File: src/rtl/prf_freelist_if.sv
// Rename/retire-facing bus of the physical register free list.
// The master side (rename and retire logic) drives requests; the slave side is the free list.
interface prf_freelist_if;
  logic       retire_transmit;
  logic [3:0] retire_id;
  logic       alloc_req;
  logic       alloc_valid;
  logic [3:0] alloc_id;
  logic [4:0] free_count;
  logic [15:0] alloc_vec;
  logic       overflow_err;
  logic       dup_free_err;

  modport master (
    output retire_transmit, retire_id, alloc_req,
    input  alloc_valid, alloc_id, free_count, alloc_vec, overflow_err, dup_free_err
  );

  modport slave (
    input  retire_transmit, retire_id, alloc_req,
    output alloc_valid, alloc_id, free_count, alloc_vec, overflow_err, dup_free_err
  );
endinterface

File: src/rtl/prf_freelist.sv
// Physical register free list: 16-entry circular FIFO of free ids with a show-ahead grant.
// Optional macro PRF_FREELIST_DUP_CHECK_EN drops frees of ids that are not currently allocated.
module prf_freelist #(
  parameter int RESET_FREE_BASE = 8
) (
  input logic            clk,
  input logic            rst,
  prf_freelist_if.slave  bus
);

  localparam logic [15:0] RESET_VEC  = 16'((32'h1 << RESET_FREE_BASE) - 32'h1);
  localparam logic [3:0]  RESET_TAIL = 4'((16 - RESET_FREE_BASE) % 16);
  localparam logic [4:0]  RESET_CNT  = 5'(16 - RESET_FREE_BASE);

  logic [3:0]  fifo [16];
  logic [3:0]  head;
  logic [3:0]  tail;
  logic [4:0]  count;
  logic [15:0] alloc_vec;
  logic [15:0] vec_next;
  logic        overflow_err;
  logic        dup_free_err;
  logic        full;
  logic        grant;
  logic        dup_ok;
  logic        dup_drop;
  logic        free_ok;

`ifdef PRF_FREELIST_DUP_CHECK_EN
  assign dup_ok = alloc_vec[bus.retire_id];
`else
  assign dup_ok = 1'b1;
`endif

  assign full     = (count == 5'd16);
  assign grant    = bus.alloc_req && (count != 5'd0);
  assign free_ok  = bus.retire_transmit && !full && dup_ok;
  assign dup_drop = bus.retire_transmit && !full && !dup_ok;

  // Free is applied after the grant so a same-id grant+free leaves the bit clear.
  always_comb begin
    vec_next = alloc_vec;
    if (grant)   vec_next[fifo[head]]    = 1'b1;
    if (free_ok) vec_next[bus.retire_id] = 1'b0;
  end

  always_ff @(posedge clk) begin
    if (rst) begin
      for (int i = 0; i < 16; i++) fifo[i] <= 4'((i + RESET_FREE_BASE) % 16);
      head         <= 4'd0;
      tail         <= RESET_TAIL;
      count        <= RESET_CNT;
      alloc_vec    <= RESET_VEC;
      overflow_err <= 1'b0;
      dup_free_err <= 1'b0;
    end else begin
      dup_free_err <= dup_drop;
      if (bus.retire_transmit && full) overflow_err <= 1'b1;
      if (grant) head <= head + 4'd1;
      if (free_ok) begin
        fifo[tail] <= bus.retire_id;
        tail       <= tail + 4'd1;
      end
      case ({grant, free_ok})
        2'b10:   count <= count - 5'd1;
        2'b01:   count <= count + 5'd1;
        default: count <= count;
      endcase
      alloc_vec <= vec_next;
    end
  end

  // No same-cycle bypass: a freed id only shows up once it sits in the FIFO.
  assign bus.alloc_valid  = (count != 5'd0);
  assign bus.alloc_id     = fifo[head];
  assign bus.free_count   = count;
  assign bus.alloc_vec    = alloc_vec;
  assign bus.overflow_err = overflow_err;
  assign bus.dup_free_err = dup_free_err;

endmodule

File: src/flat_wrapper.sv
// flat-port wrapper written by rule: the top's interface ports become plain ports
module prf_freelist_flat 
#(
  parameter int RESET_FREE_BASE = 8
)
  (clk, rst, bus_retire_transmit, bus_retire_id, bus_alloc_req, bus_alloc_valid, bus_alloc_id, bus_free_count, bus_alloc_vec, bus_overflow_err, bus_dup_free_err);
  prf_freelist_if bus_i ();
  input logic clk;
  input logic rst;
  input wire logic [$bits(bus_i.retire_transmit)-1:0] bus_retire_transmit;
  input wire logic [$bits(bus_i.retire_id)-1:0] bus_retire_id;
  input wire logic [$bits(bus_i.alloc_req)-1:0] bus_alloc_req;
  output wire logic [$bits(bus_i.alloc_valid)-1:0] bus_alloc_valid;
  output wire logic [$bits(bus_i.alloc_id)-1:0] bus_alloc_id;
  output wire logic [$bits(bus_i.free_count)-1:0] bus_free_count;
  output wire logic [$bits(bus_i.alloc_vec)-1:0] bus_alloc_vec;
  output wire logic [$bits(bus_i.overflow_err)-1:0] bus_overflow_err;
  output wire logic [$bits(bus_i.dup_free_err)-1:0] bus_dup_free_err;
  assign bus_i.retire_transmit = bus_retire_transmit;
  assign bus_i.retire_id = bus_retire_id;
  assign bus_i.alloc_req = bus_alloc_req;
  assign bus_alloc_valid = bus_i.alloc_valid;
  assign bus_alloc_id = bus_i.alloc_id;
  assign bus_free_count = bus_i.free_count;
  assign bus_alloc_vec = bus_i.alloc_vec;
  assign bus_overflow_err = bus_i.overflow_err;
  assign bus_dup_free_err = bus_i.dup_free_err;
  prf_freelist #(.RESET_FREE_BASE(RESET_FREE_BASE)) u_core (.clk(clk), .rst(rst), .bus(bus_i));
endmodule
File: config.mk
export PLATFORM = sky130hd
export DESIGN_NAME = prf_freelist_flat
export DESIGN_NICKNAME = d
export VERILOG_FILES = /design/src/rtl/prf_freelist_if.sv /design/src/rtl/prf_freelist.sv /design/src/flat_wrapper.sv
export SDC_FILE = /design/constraint.sdc
export NUM_CORES = 1
export LEC_CHECK = 0
export ABC_AREA = 1
export BUFFER_PORTS_ARGS = -buffer_cell sky130_fd_sc_hd__buf_2
export CORE_MARGIN = 2
export CORE_UTILIZATION = 40
export DETAILED_ROUTE_END_ITERATION = 10
export GPL_TIMING_DRIVEN = 0
export PLACE_DENSITY = 0.62
export REMOVE_ABC_BUFFERS = 1
export SYNTH_ARGS = -nofsm -noshare
export SYNTH_HDL_FRONTEND = slang
export SYNTH_SLANG_ARGS = --single-unit
File: constraint.sdc
create_clock -name clk -period 2.95 [get_ports clk]
set_input_delay 0.295 -clock clk [delete_from_list [all_inputs] [get_ports clk]]
set_output_delay 0.295 -clock clk [all_outputs]
set_load 0.02 [all_outputs]
==> results of run 1 <==
per-layer routing:
layer	GRT usage [%]	up-vias	wire, µm
li1	-	1952	-
met5	0	-	0
met4	6.27	0	198
met1	23.4	1800	4960
met2	29.2	103	5210
met3	3.32	19	613
power by group:
group	total [µW]	internal, µW	switching, µW
registers	1620	1530	89.6
logic	724	228	496
clock network	1140	661	483
total	3490	2420	1070
stage by stage:
| stage | std cells | power [µW] | worst slack (ns) | utilization [%] | hold WS [ns] |
|---|---|---|---|---|---|
| finish | 781 | 3490 | 0.305 | 45.4 | 0.252 |
| global route | 781 | 3670 | 0.0674 | 45.4 | 0.287 |
| CTS | 781 | 3500 | 0.0483 | 45.3 | 0.214 |
| detailed placement | 765 | 2370 | 0.0481 | 42.9 | 0.448 |
| global placement | 765 | 2350 | 0.123 | 42.9 | 0.446 |
| floorplan | 584 | 2140 | 0.424 | - | 0.367 |
area by class of cell:
type                    count  share of cell area, %
flip-flops and latches     98                   47.7
inverters                  92                   6.51
well taps                 147                   3.37
repair buffers             34                   3.12
multi-input cells         394                   33.9
clock inverters             2                  0.160
clock buffers              14                   5.20
sequential cells by signal, indices dropped and copies added (netlist names), named ones only:
name and flops:
u_core.head 4, u_core.fifo 64, u_core.tail 4, u_core.bus.free_count 5, u_core.bus.alloc_vec 16, u_core.bus.overflow_err 1
path summary, 6_finish.rpt:
check	endpoint	cells past startpoint	startpoint	slack, ns
max reg2reg	u_core.bus.free_count[4]$_SDFFE_PP0P_	15	u_core.bus.free_count[0]$_SDFFE_PP0P_	0.31
max	u_core.bus.free_count[4]$_SDFFE_PP0P_	15	u_core.bus.free_count[0]$_SDFFE_PP0P_	0.31
min	u_core.bus.overflow_err$_SDFFE_PP0P_	3	bus_retire_transmit	0.25
min reg2reg	u_core.bus.alloc_vec[8]$_SDFF_PP0_	2	u_core.bus.alloc_vec[8]$_SDFF_PP0_	0.46
cells by family (layout without fill, tap and decap cells):
group | Yosys count | after routing | share of synthesized area (%)
AOI/OAI and AO/OA | 43 | 43 | 4.69
buffers and inverters | 113 | 142 | 10.0
DFF | 98 | 98 | 52.8
other | 1 | 1 | 0.0760
xor gates and xnor gates | 2 | 2 | 0.355
adders and majority gates | 11 | 11 | 2.94
and+or+nand+nor | 337 | 337 | 29.1
critical path: cells and delay by family, from the launching register on:
family          cells  cell delay, ns
flops               1            0.36
compound gates      3            0.36
buf+inv             2            0.25
simple gates        8            1.02
fa+ha+maj           2            0.53
cells in the final DEF, fill, tap and decap left out, types with 2 or more instances in the layout:
cell,count
sky130_fd_sc_hd__buf_2,34
sky130_fd_sc_hd__nor2_2,5
sky130_fd_sc_hd__inv_4,2
sky130_fd_sc_hd__nand2_1,159
sky130_fd_sc_hd__nor2_4,3
sky130_fd_sc_hd__nand2_4,4
sky130_fd_sc_hd__a21oi_1,21
sky130_fd_sc_hd__or2_2,2
sky130_fd_sc_hd__dfxtp_1,33
sky130_fd_sc_hd__nand3_1,61
sky130_fd_sc_hd__o21ai_0,15
sky130_fd_sc_hd__nand2_2,4
sky130_fd_sc_hd__clkbuf_16,9
sky130_fd_sc_hd__inv_2,4
sky130_fd_sc_hd__edfxtp_1,64
sky130_fd_sc_hd__nor2_1,95
sky130_fd_sc_hd__clkinv_1,5
sky130_fd_sc_hd__clkbuf_8,4
sky130_fd_sc_hd__nand3_2,2
sky130_fd_sc_hd__o31ai_1,4
sky130_fd_sc_hd__ha_1,10
sky130_fd_sc_hd__inv_1,81
==> summary.txt, run 1 <==
run status: finished clean
Total Routed Length: 11.0 mm
Hold-fix buffers, CTS: 0
clock tree root buffer cell: sky130_fd_sc_hd__clkbuf_16
# diodes: 0
leakage power figure: 0.00237 µW
total of cells resized after clock tree synthesis: 1
global-route wire length before repair: 18.1 mm
fin nets: 648
most common flop cell mapped by yosys: sky130_fd_sc_hd__edfxtp_1
DRC violations left: 0
total power density per cell area: 639 nW/µm²
maximum buffer depth of the clock tree: 2
final routed wire length divided by cell count: 14.1 µm
post-route fraction of the period consumed by the critical path: 89.7%
Post-Route Skew: 0.00590 ns
Pre-Repair DR Iteration Count: 5
pin count of the biggest net entering global routing: 35
final standard cell area without fillers: 5460 µm²
GRT Resource Usage Total: 17.7%
synthesized area per cell: 8.15 µm²
number of nets with antenna violations after routing: 0
share of the synthesized area in the top cell type: 39.0%
ranking of synthesized cells by instance count: 160 x sky130_fd_sc_hd__nand2_1, 95 x sky130_fd_sc_hd__nor2_1, 81 x sky130_fd_sc_hd__inv_1
clock slew at the register clock pins of the worst setup and hold paths: 0.06 ns
highest achievable clock rate: 378 MHz
last weighted congestion value of the routability-driven placer: 0.833
CTS tree: done
data required time at the worst endpoint: 3.18 ns
maximum vdd ir drop: 0.425 mV
cell with the most instances after synthesis: sky130_fd_sc_hd__nand2_1
CP arrival: 2.87 ns
Worst setup SP type: register
Worst path max stage delay: 0.36 ns
transition time at the pin with the least slew margin: 1.17 ns
number of distinct library cells after synthesis: 33
RSZ-0062 raised after global routing: no
antenna violations before repair: 0
Sink Count: 98
maximum capacitance violations: 0
most used cell, CP: sky130_fd_sc_hd__nor2_1
violation count after the first detailed-routing iteration: 234
total of flip-flops plus latches after synthesis: 98
leftover overflow at the end of global routing: 0
worst min-delay path class: in -> reg
number of flops mapped to enable cells by yosys: 64
worst path cell trace: nor4_4, nand2_1, nand2_4, inv_1, ha_1, inv_1, ha_1, a21oi_1, nor2_1, nor2_1, nor2_1, nor2_1, nand2_1, o21ai_0, a21oi_1
Post-CTS Repair Setup Buffers: 0
total of fill cells in the finished design: 1189
clock network latency to the later pin of the worst-skew pair: 0.34 ns
effective utilization at floorplan: 41.1%
via count of the first global-routing pass: 3731
number of instances in the synthesized netlist: 605
worst relative slew slack: 22.0%
cell types occupying the most area after synthesis: sky130_fd_sc_hd__edfxtp_1 39%, sky130_fd_sc_hd__dfxtp_1 14%, sky130_fd_sc_hd__nand2_1 12%, sky130_fd_sc_hd__nor2_1 7.2%, sky130_fd_sc_hd__nand3_1 6.2%
DP Area: 5150 µm²
Vias: 3874
number of buffers created by CTS: 9
type of the worst setup path: reg -> reg
Top-Level Pins: 36
IO buf count: 34
core area: 12000 µm²
number of placement rows: 40
count of final setup violators: 0
slowest stage cell on the critical path: sky130_fd_sc_hd__dfxtp_1
die height: 115 µm
largest fanout of any net on the critical path: 13
count of endpoints failing hold in the final timing report: 0
footprint of the multi-input gates: 1850 µm²
area overhead of the layout relative to synthesis: 10.7%
detailed placement HPWL: 7.65 mm
via density per instance: 4.96
Horiz. Die Dim: 115 µm
top cell type by total area after synthesis: sky130_fd_sc_hd__edfxtp_1
combined flip-flop and latch cell area: 2600 µm²
layout cell share with drive strength beyond 1: 12.1%
summed negative setup slack over all endpoints: 0 ns
count of final max-slew check failures: 0
summed instance area of the synthesized netlist: 4930 µm²
fin crit period: 2.64 ns
share of the yosys chip area belonging to registers: 52.8%
Max H-tree Level: 3
count of synthesis-stage warnings from yosys: 0
Synth async-reset ratio: 0%
area of the die: 13200 µm²
nature of the critical path endpoint: register
(Power assumes the default switching activity.)
==> run 2, diff against run 1 <==
--- a/config.mk
+++ b/config.mk
@@ -5,7 +5,6 @@
 export SDC_FILE = /design/constraint.sdc
 export NUM_CORES = 1
 export LEC_CHECK = 0
-export ABC_AREA = 1
 export BUFFER_PORTS_ARGS = -buffer_cell sky130_fd_sc_hd__buf_2
 export CORE_MARGIN = 2
 export CORE_UTILIZATION = 40
==> run 2 against run 1 <==
Critical path type unchanged. Core utilization increased by 0.45 points. Sequential power grew 4%. Flip-flop and latch count unchanged. Register-to-register slack worse by 0.14 ns. Design area shrank 4.0%. Synthesized cell count down 34%. Total power up 5.8%. Wire length is 11% lower.
==> summary.txt, run 2 <==
run status: finished clean (unchanged)
antenna violations before repair: 0 (unchanged)
area of the die: 12600 µm² (was 13200 µm²)
synthesized area per cell: 11.8 µm² (was 8.15 µm²)
final standard cell area without fillers: 5240 µm² (was 5460 µm²)
Post-Route Skew: 0.0118 ns (was 0.00590 ns)
max FFs per register: 64 (unchanged)
Worst setup SP type: register (unchanged)
number of flops mapped to enable cells by yosys: 64 (unchanged)
nature of the critical path endpoint: register (unchanged)
power share of the clock group: 31.6% (was 32.8%)
Top-Level Pins: 36 (unchanged)
DP Area: 4860 µm² (was 5150 µm²)
last weighted congestion value of the routability-driven placer: 0.785 (was 0.833)
Pre-Repair DR Iteration Count: 4 (was 5)
worst min-delay path class: in -> reg (unchanged)
clock tree root buffer cell: sky130_fd_sc_hd__clkbuf_16 (unchanged)
Gate power share: 22.7% (was 20.8%)
Max H-tree Level: 3 (unchanged)
via count of the first global-routing pass: 3034 (was 3731)
summed instance area of the synthesized netlist: 4690 µm² (was 4930 µm²)
hold path startpoint: bus_retire_transmit (unchanged)
Worst path max stage delay: 0.37 ns (was 0.36 ns)
number of nets with antenna violations after routing: 0 (unchanged)
total of fill cells in the finished design: 1046 (was 1189)
area overhead of the layout relative to synthesis: 11.7% (was 10.7%)
via density per instance: 5.37 (was 4.96)
core area: 11400 µm² (was 12000 µm²)
count of final max-slew check failures: 0 (unchanged)
leading cell type in the layout, fill and taps excluded: sky130_fd_sc_hd__edfxtp_1 (was sky130_fd_sc_hd__nand2_1)
final routed wire length divided by cell count: 17.3 µm (was 14.1 µm)
top cell type by total area after synthesis: sky130_fd_sc_hd__edfxtp_1 (unchanged)
detailed placement HPWL: 6.64 mm (was 7.65 mm)
effective utilization at floorplan: 41.1% (about the same)
CTS tree: done (unchanged)
clock network latency to the later pin of the worst-skew pair: 0.35 ns (was 0.34 ns)
register containing the most flip-flops in the final layout: u_core.fifo (unchanged)
global-route wire length before repair: 15.7 mm (was 18.1 mm)
most common flop cell mapped by yosys: sky130_fd_sc_hd__edfxtp_1 (unchanged)
largest fanout of any net on the critical path: 5 (was 13)
summed negative setup slack over all endpoints: 0 ns (unchanged)
number of instances in the synthesized netlist: 399 (was 605)
maximum capacitance violations: 0 (unchanged)
highest achievable clock rate: 359 MHz (was 378 MHz)
count of synthesis-stage warnings from yosys: 0 (unchanged)
number of placement rows: 39 (was 40)
count of final setup violators: 0 (unchanged)
launch point of the worst reg-to-reg path: u_core.bus.free_count[0]$_SDFFE_PP0P_ (unchanged)
number of distinct library cells after synthesis: 48 (was 33)
clock slew at the register clock pins of the worst setup and hold paths: 0.07 ns (was 0.06 ns)
worst relative slew slack: 37.4% (was 22.0%)
worst path cell trace: nor4_4, nand2b_1, and2_4, inv_6, ha_4, inv_1, ha_1, nor2b_1, o21a_1, or3_1, a21oi_2, xnor2_1, nor2_1 (was nor4_4, nand2_1, nand2_4, inv_1, ha_1, inv_1, ha_1, a21oi_1, nor2_1, nor2_1, nor2_1, nor2_1, nand2_1, o21ai_0, a21oi_1)
total power density per cell area: 704 nW/µm² (was 639 nW/µm²)
start point of the critical path: u_core.bus.free_count[0]$_SDFFE_PP0P_ (unchanged)
sequential share of power: 45.8% (was 46.4%)
pin count of the biggest net entering global routing: 51 (was 35)
share of the yosys chip area belonging to registers: 55.5% (was 52.8%)
slowest stage cell on the critical path: sky130_fd_sc_hd__dfxtp_4 (was sky130_fd_sc_hd__dfxtp_1)
IO buf count: 34 (unchanged)
share of the synthesized area in the top cell type: 41.0% (was 39.0%)
overall power: 3690 µW (was 3490 µW)
Synth async-reset ratio: 0% (unchanged)
maximum vdd ir drop: 0.429 mV (was 0.425 mV)
data required time at the worst endpoint: 3.16 ns (was 3.18 ns)
count of endpoints failing hold in the final timing report: 0 (unchanged)
Total Routed Length: 9.82 mm (was 11.0 mm)
violation count after the first detailed-routing iteration: 226 (was 234)
worst hold margin: 0.201 ns (was 0.252 ns)
Sw Ratio: 30.0% (was 30.6%)
post-route fraction of the period consumed by the critical path: 94.5% (was 89.7%)
total net switching power: 1110 µW (was 1070 µW)
ranking of synthesized cells by instance count: 64 x sky130_fd_sc_hd__edfxtp_1, 52 x sky130_fd_sc_hd__nor2_1, 34 x sky130_fd_sc_hd__dfxtp_1 (was 160 x sky130_fd_sc_hd__nand2_1, 95 x sky130_fd_sc_hd__nor2_1, 81 x sky130_fd_sc_hd__inv_1)
RSZ-0062 raised after global routing: no (unchanged)
Sink Count: 98 (unchanged)
share of the core filled with cells in the final layout: 45.9% (was 45.4%)
layout cell share with drive strength beyond 1: 23.8% (was 12.1%)
fin crit period: 2.79 ns (was 2.64 ns)
GRT Resource Usage Total: 16.0% (was 17.7%)
total of flip-flops plus latches after synthesis: 98 (unchanged)
maximum buffer depth of the clock tree: 2 (unchanged)
Critical path buffers and inverters: 2 (unchanged)
leakage power figure: 0.00174 µW (was 0.00237 µW)
CP arrival: 2.99 ns (was 2.87 ns)
cell types occupying the most area after synthesis: sky130_fd_sc_hd__edfxtp_1 41%, sky130_fd_sc_hd__dfxtp_1 15%, sky130_fd_sc_hd__nor2_1 4.2%, sky130_fd_sc_hd__mux4_1 3.9%, sky130_fd_sc_hd__mux4_2 3.8% (was sky130_fd_sc_hd__edfxtp_1 39%, sky130_fd_sc_hd__dfxtp_1 14%, sky130_fd_sc_hd__nand2_1 12%, sky130_fd_sc_hd__nor2_1 7.2%, sky130_fd_sc_hd__nand3_1 6.2%)
transition time at the pin with the least slew margin: 0.938 ns (was 1.17 ns)
cell with the most instances after synthesis: sky130_fd_sc_hd__edfxtp_1 (was sky130_fd_sc_hd__nand2_1)
leftover overflow at the end of global routing: 0 (unchanged)
fin nets: 439 (was 648)
leading cell types in the layout, fill and taps excluded: 64 x sky130_fd_sc_hd__edfxtp_1, 51 x sky130_fd_sc_hd__nor2_1, 34 x sky130_fd_sc_hd__buf_2 (was 159 x sky130_fd_sc_hd__nand2_1, 95 x sky130_fd_sc_hd__nor2_1, 81 x sky130_fd_sc_hd__inv_1)
combined flip-flop and latch cell area: 2610 µm² (was 2600 µm²)
DRC violations left: 0 (unchanged)
# diodes: 0 (unchanged)
Horiz. Die Dim: 112 µm (was 115 µm)
footprint of the multi-input gates: 1900 µm² (was 1850 µm²)
Hold-fix buffers, CTS: 0 (unchanged)
Vias: 3049 (was 3874)
die height: 112 µm (was 115 µm)
Internal Dissipation: 2580 µW (was 2420 µW)
number of buffers created by CTS: 9 (unchanged)
type of the worst setup path: reg -> reg (unchanged)
cell class contributing the biggest share of worst-path delay: simple AND/OR/NAND/NOR gates (unchanged)
-- run 2: changes by cell type after synthesis, moves of 15 or more --
| cell | delta |
|---|---|
| sky130_fd_sc_hd__inv_1 | -72 |
| sky130_fd_sc_hd__nand2_1 | -132 |
| sky130_fd_sc_hd__nand3_1 | -52 |
| sky130_fd_sc_hd__nor2_1 | -43 |
| sky130_fd_sc_hd__nor3_1 | +18 |
| sky130_fd_sc_hd__or2_2 | +15 |
-- run 2: timing repair --
action,in CTS,in global routing
resized for setup,10,7
buffers inserted,0,4
setup endpoints to repair,42,9
gates cloned,0,0
pin swaps,1,4
-- run 2: final timing paths --
path | to | slack, ns | cells after the start
max | u_core.bus.free_count[4]$_SDFFE_PP0P_ | 0.16 | 13
min | u_core.bus.overflow_err$_SDFFE_PP0P_ | 0.20 | 3
max reg2reg | u_core.bus.free_count[4]$_SDFFE_PP0P_ | 0.16 | 13
min reg2reg | u_core.bus.overflow_err$_SDFFE_PP0P_ | 0.48 | 2
-- run 2: area by class of cell --
| class | instances | area share [%] |
|---|---|---|
| well taps | 143 | 3.41 |
| repair buffers | 38 | 3.82 |
| flip-flops and latches | 98 | 49.8 |
| inverters | 13 | 1.10 |
| clock buffers | 9 | 4.30 |
| multi-input cells | 260 | 36.2 |
| clock inverters | 7 | 1.34 |
-- run 2: logic make-up after synthesis --
family | synth area share, %
flip-flops | 55.5
adder cells (fa/ha/maj) | 3.09
XOR/XNOR | 1.87
AO/OA/AOI/OAI | 5.92
other | 0.0799
buffers and inverters | 4.83
multiplexers | 10.0
AND/OR/NAND/NOR | 18.7
-- run 2: worst reg2reg max path, cell delays in order, from the launching register on --
cell and delay (ns):
sky130_fd_sc_hd__dfxtp_4 0.37, sky130_fd_sc_hd__nor4_4 0.34, sky130_fd_sc_hd__nand2b_1 0.18, sky130_fd_sc_hd__and2_4 0.20, sky130_fd_sc_hd__inv_6 0.08, sky130_fd_sc_hd__ha_4 0.15, sky130_fd_sc_hd__inv_1 0.08, sky130_fd_sc_hd__ha_1 0.29
sky130_fd_sc_hd__nor2b_1 0.14, sky130_fd_sc_hd__o21a_1 0.18, sky130_fd_sc_hd__or3_1 0.32, sky130_fd_sc_hd__a21oi_2 0.13, sky130_fd_sc_hd__xnor2_1 0.12, sky130_fd_sc_hd__nor2_1 0.05
-- run 2: per-layer routing --
| layer | wire length, µm | GRT usage, % |
|---|---|---|
| met1 | 4490 | 20.5 |
| met2 | 4690 | 25.7 |
| met3 | 463 | 4.27 |
| met4 | 171 | 6.67 |
| met5 | 0 | 0 |
-- run 2: power by group through the flow --
stage | Combinational, µW | Clock, µW | Sequential [µW]
3_5_place_dp | 784 | 0 | 1700
4_1_cts | 805 | 1180 | 1680
2_1_floorplan | 521 | 0 | 1730
5_1_grt | 925 | 1220 | 1710
6_report | 836 | 1160 | 1690
3_3_place_gp | 768 | 0 | 1690
-- run 2: through the flow --
step | std cells | worst slack, ns
2_1_floorplan | 371 | -0.178
3_3_place_gp | 548 | -0.433
3_5_place_dp | 548 | -0.481
4_1_cts | 564 | 0.00374
5_1_grt | 568 | 0.00659
6_report | 568 | 0.164
==> run 3, diff against run 2 <==
--- a/config.mk
+++ b/config.mk
@@ -10,7 +10,7 @@
 export CORE_UTILIZATION = 40
 export DETAILED_ROUTE_END_ITERATION = 10
 export GPL_TIMING_DRIVEN = 0
-export PLACE_DENSITY = 0.62
+export PLACE_DENSITY = 0.64
 export REMOVE_ABC_BUFFERS = 1
 export SYNTH_ARGS = -nofsm -noshare
 export SYNTH_HDL_FRONTEND = slang
==> constraint.sdc (replaced) <==
create_clock -name clk -period 2.3 [get_ports clk]
set_input_delay 0.23 -clock clk [delete_from_list [all_inputs] [get_ports clk]]
set_output_delay 0.23 -clock clk [all_outputs]
set_load 0.02 [all_outputs]
==> run 3 against run 2 <==
The run now ends with negative setup slack left. Total power rose by 39%. Clock power rose by 21%. Critical path depth did not move. Combinational power rose by 89%. Critical path type unchanged. Wire length rose by 11%.
==> summary.txt, run 3 (synthesis results as in run 2) <==
run status: finished with violations (was finished clean)
violations in the final reports: negative setup slack
Post-Route Skew: 0.0129 ns (was 0.0118 ns)
CTS tree: done (unchanged)
worst hold margin: 0.221 ns (was 0.201 ns)
maximum buffer depth of the clock tree: 2 (unchanged)
Worst path max stage delay: 0.37 ns (about the same)
count of final setup violators: 48 (was 0)
cell count after placement: 548 (unchanged)
pin count of the biggest net entering global routing: 51 (unchanged)
clock tree root buffer cell: sky130_fd_sc_hd__clkbuf_16 (unchanged)
count of endpoints failing hold in the final timing report: 0 (unchanged)
maximum vdd ir drop: 0.709 mV (was 0.429 mV)
Critical path buffers and inverters: 2 (unchanged)
worst min-delay path class: in -> reg (unchanged)
final routed wire length divided by cell count: 18.4 µm (was 17.3 µm)
Horiz. Die Dim: 112 µm (unchanged)
clock slew at the register clock pins of the worst setup and hold paths: 0.06 ns (was 0.07 ns)
# diodes: 0 (unchanged)
Worst setup SP type: register (unchanged)
worst relative slew slack: 33.2% (was 37.4%)
antenna violations before repair: 0 (unchanged)
layout cell share with drive strength beyond 1: 37.3% (was 23.8%)
data required time at the worst endpoint: 2.48 ns (was 3.16 ns)
Vias: 3273 (was 3049)
register containing the most flip-flops in the final layout: u_core.fifo (unchanged)
fin nets: 462 (was 439)
area of the die: 12600 µm² (unchanged)
leading cell types in the layout, fill and taps excluded: 64 x sky130_fd_sc_hd__edfxtp_1, 39 x sky130_fd_sc_hd__nor2_1, 30 x sky130_fd_sc_hd__buf_2 (was 64 x sky130_fd_sc_hd__edfxtp_1, 51 x sky130_fd_sc_hd__nor2_1, 34 x sky130_fd_sc_hd__buf_2)
Total Routed Length: 10.9 mm (was 9.82 mm)
max FFs per register: 64 (unchanged)
maximum capacitance violations: 0 (unchanged)
via density per instance: 5.54 (was 5.37)
slowest stage cell on the critical path: sky130_fd_sc_hd__dfxtp_4 (unchanged)
cell class contributing the biggest share of worst-path delay: simple AND/OR/NAND/NOR gates (unchanged)
GRT Resource Usage Total: 17.3% (was 16.0%)
DRC violations left: 0 (unchanged)
transition time at the pin with the least slew margin: 1.00 ns (was 0.938 ns)
leftover overflow at the end of global routing: 0 (unchanged)
core area: 11400 µm² (unchanged)
last weighted congestion value of the routability-driven placer: 0.791 (was 0.785)
number of buffers created by CTS: 9 (unchanged)
RSZ-0062 raised after global routing: yes (was no)
highest achievable clock rate: 371 MHz (was 359 MHz)
count of placed standard cells in the final layout, fillers left out: 591 (was 568)
dpl ws: -1.10 ns (was -0.481 ns)
die height: 112 µm (unchanged)
type of the worst setup path: reg -> reg (unchanged)
footprint of the multi-input gates: 2090 µm² (was 1900 µm²)
effective utilization at floorplan: 41.1% (unchanged)
worst path cell trace: nor4_4, nand2b_1, and2_4, inv_6, ha_4, inv_6, ha_4, nor2b_4, o21a_1, or3_1, a21oi_2, xnor2_1, nor2_1 (was nor4_4, nand2b_1, and2_4, inv_6, ha_4, inv_1, ha_1, nor2b_1, o21a_1, or3_1, a21oi_2, xnor2_1, nor2_1)
number of nets with antenna violations after routing: 0 (unchanged)
leakage power figure: 0.00188 µW (was 0.00174 µW)
post-route fraction of the period consumed by the critical path: 117% (was 94.5%)
Max H-tree Level: 3 (unchanged)
clock network latency to the later pin of the worst-skew pair: 0.35 ns (about the same)
largest fanout of any net on the critical path: 4 (was 5)
CP arrival: 2.88 ns (was 2.99 ns)
via count of the first global-routing pass: 3274 (was 3034)
leading cell type in the layout, fill and taps excluded: sky130_fd_sc_hd__edfxtp_1 (unchanged)
IO buf count: 34 (unchanged)
Sink Count: 98 (unchanged)
Pre-Repair DR Iteration Count: 4 (unchanged)
detailed placement HPWL: 6.84 mm (was 6.64 mm)
nature of the critical path endpoint: register (unchanged)
violation count after the first detailed-routing iteration: 321 (was 226)
area overhead of the layout relative to synthesis: 21.1% (was 11.7%)
combined flip-flop and latch cell area: 2620 µm² (was 2610 µm²)
summed negative setup slack over all endpoints: -3.17 ns (was 0 ns)
count of final max-slew check failures: 0 (unchanged)
number of placement rows: 39 (unchanged)
total of fill cells in the finished design: 1000 (was 1046)
total power density per cell area: 903 nW/µm² (was 704 nW/µm²)
fin crit period: 2.70 ns (was 2.79 ns)
Top-Level Pins: 36 (unchanged)
worst setup margin: -0.397 ns (was 0.164 ns)
global-route wire length before repair: 16.9 mm (was 15.7 mm)
## run 3: cell count changes in the layout (fill, tap and decap cells not counted), moves of 7 or more
| cell | previous run | this run |
|---|---|---|
| sky130_fd_sc_hd__buf_4 | 4 | 18 |
| sky130_fd_sc_hd__buf_6 | 0 | 10 |
| sky130_fd_sc_hd__nor2_1 | 51 | 39 |
| sky130_fd_sc_hd__mux4_2 | 8 | 15 |
| sky130_fd_sc_hd__mux4_1 | 7 | 0 |
## run 3: where the power goes
group	total (µW)	internal (µW)	switching, µW
Combinational	1580	770	810
Sequential	2150	2010	146
Clock	1400	760	640
## run 3: final timing paths
check             depth (start not counted)                               endpoint                                   from  slack, ns
setup reg to reg                         13  u_core.bus.free_count[4]$_SDFFE_PP0P_  u_core.bus.free_count[1]$_SDFFE_PP0P_      -0.40
setup / recovery                         13  u_core.bus.free_count[4]$_SDFFE_PP0P_  u_core.bus.free_count[1]$_SDFFE_PP0P_      -0.40
hold / removal                            2     u_core.bus.alloc_vec[3]$_SDFF_PP1_                       bus_retire_id[1]       0.22
hold reg to reg                           2     u_core.bus.alloc_vec[4]$_SDFF_PP1_     u_core.bus.alloc_vec[4]$_SDFF_PP1_       0.48
## run 3: layer usage
metal / vias up / routed length [µm] / global-route usage [%]
met4: 0 / 233 / 6.59
met5: - / 0 / 0
met1: 1647 / 4730 / 22.1
met2: 84 / 5460 / 29.1
li1: 1524 / - / -
met3: 18 / 456 / 3.67
## run 3: stage by stage
step / power, µW / util (%) / area (µm²)
detailed placement: 3190 / 42.6 / 4860
CTS: 4960 / 48.5 / 5540
floorplan: 2880 / - / 4520
global route: 5340 / 49.8 / 5680
global placement: 3160 / 42.6 / 4860
finish: 5130 / 49.8 / 5680
## run 3: layout make-up
class | instances | area share (%)
flip-flops and latches | 98 | 46.1
multi-input cells | 260 | 36.7
repair buffers | 61 | 8.06
clock buffers | 11 | 4.27
well taps | 143 | 3.15
inverters | 13 | 1.19
clock inverters | 5 | 0.528
## run 3: timing repair
action | CTS | global route
setup endpoints to repair | 153 | 68
hold buffers | 0 | 0
gates resized for setup | 75 | 23
pin swaps | 12 | 7
setup buffers | 20 | 9
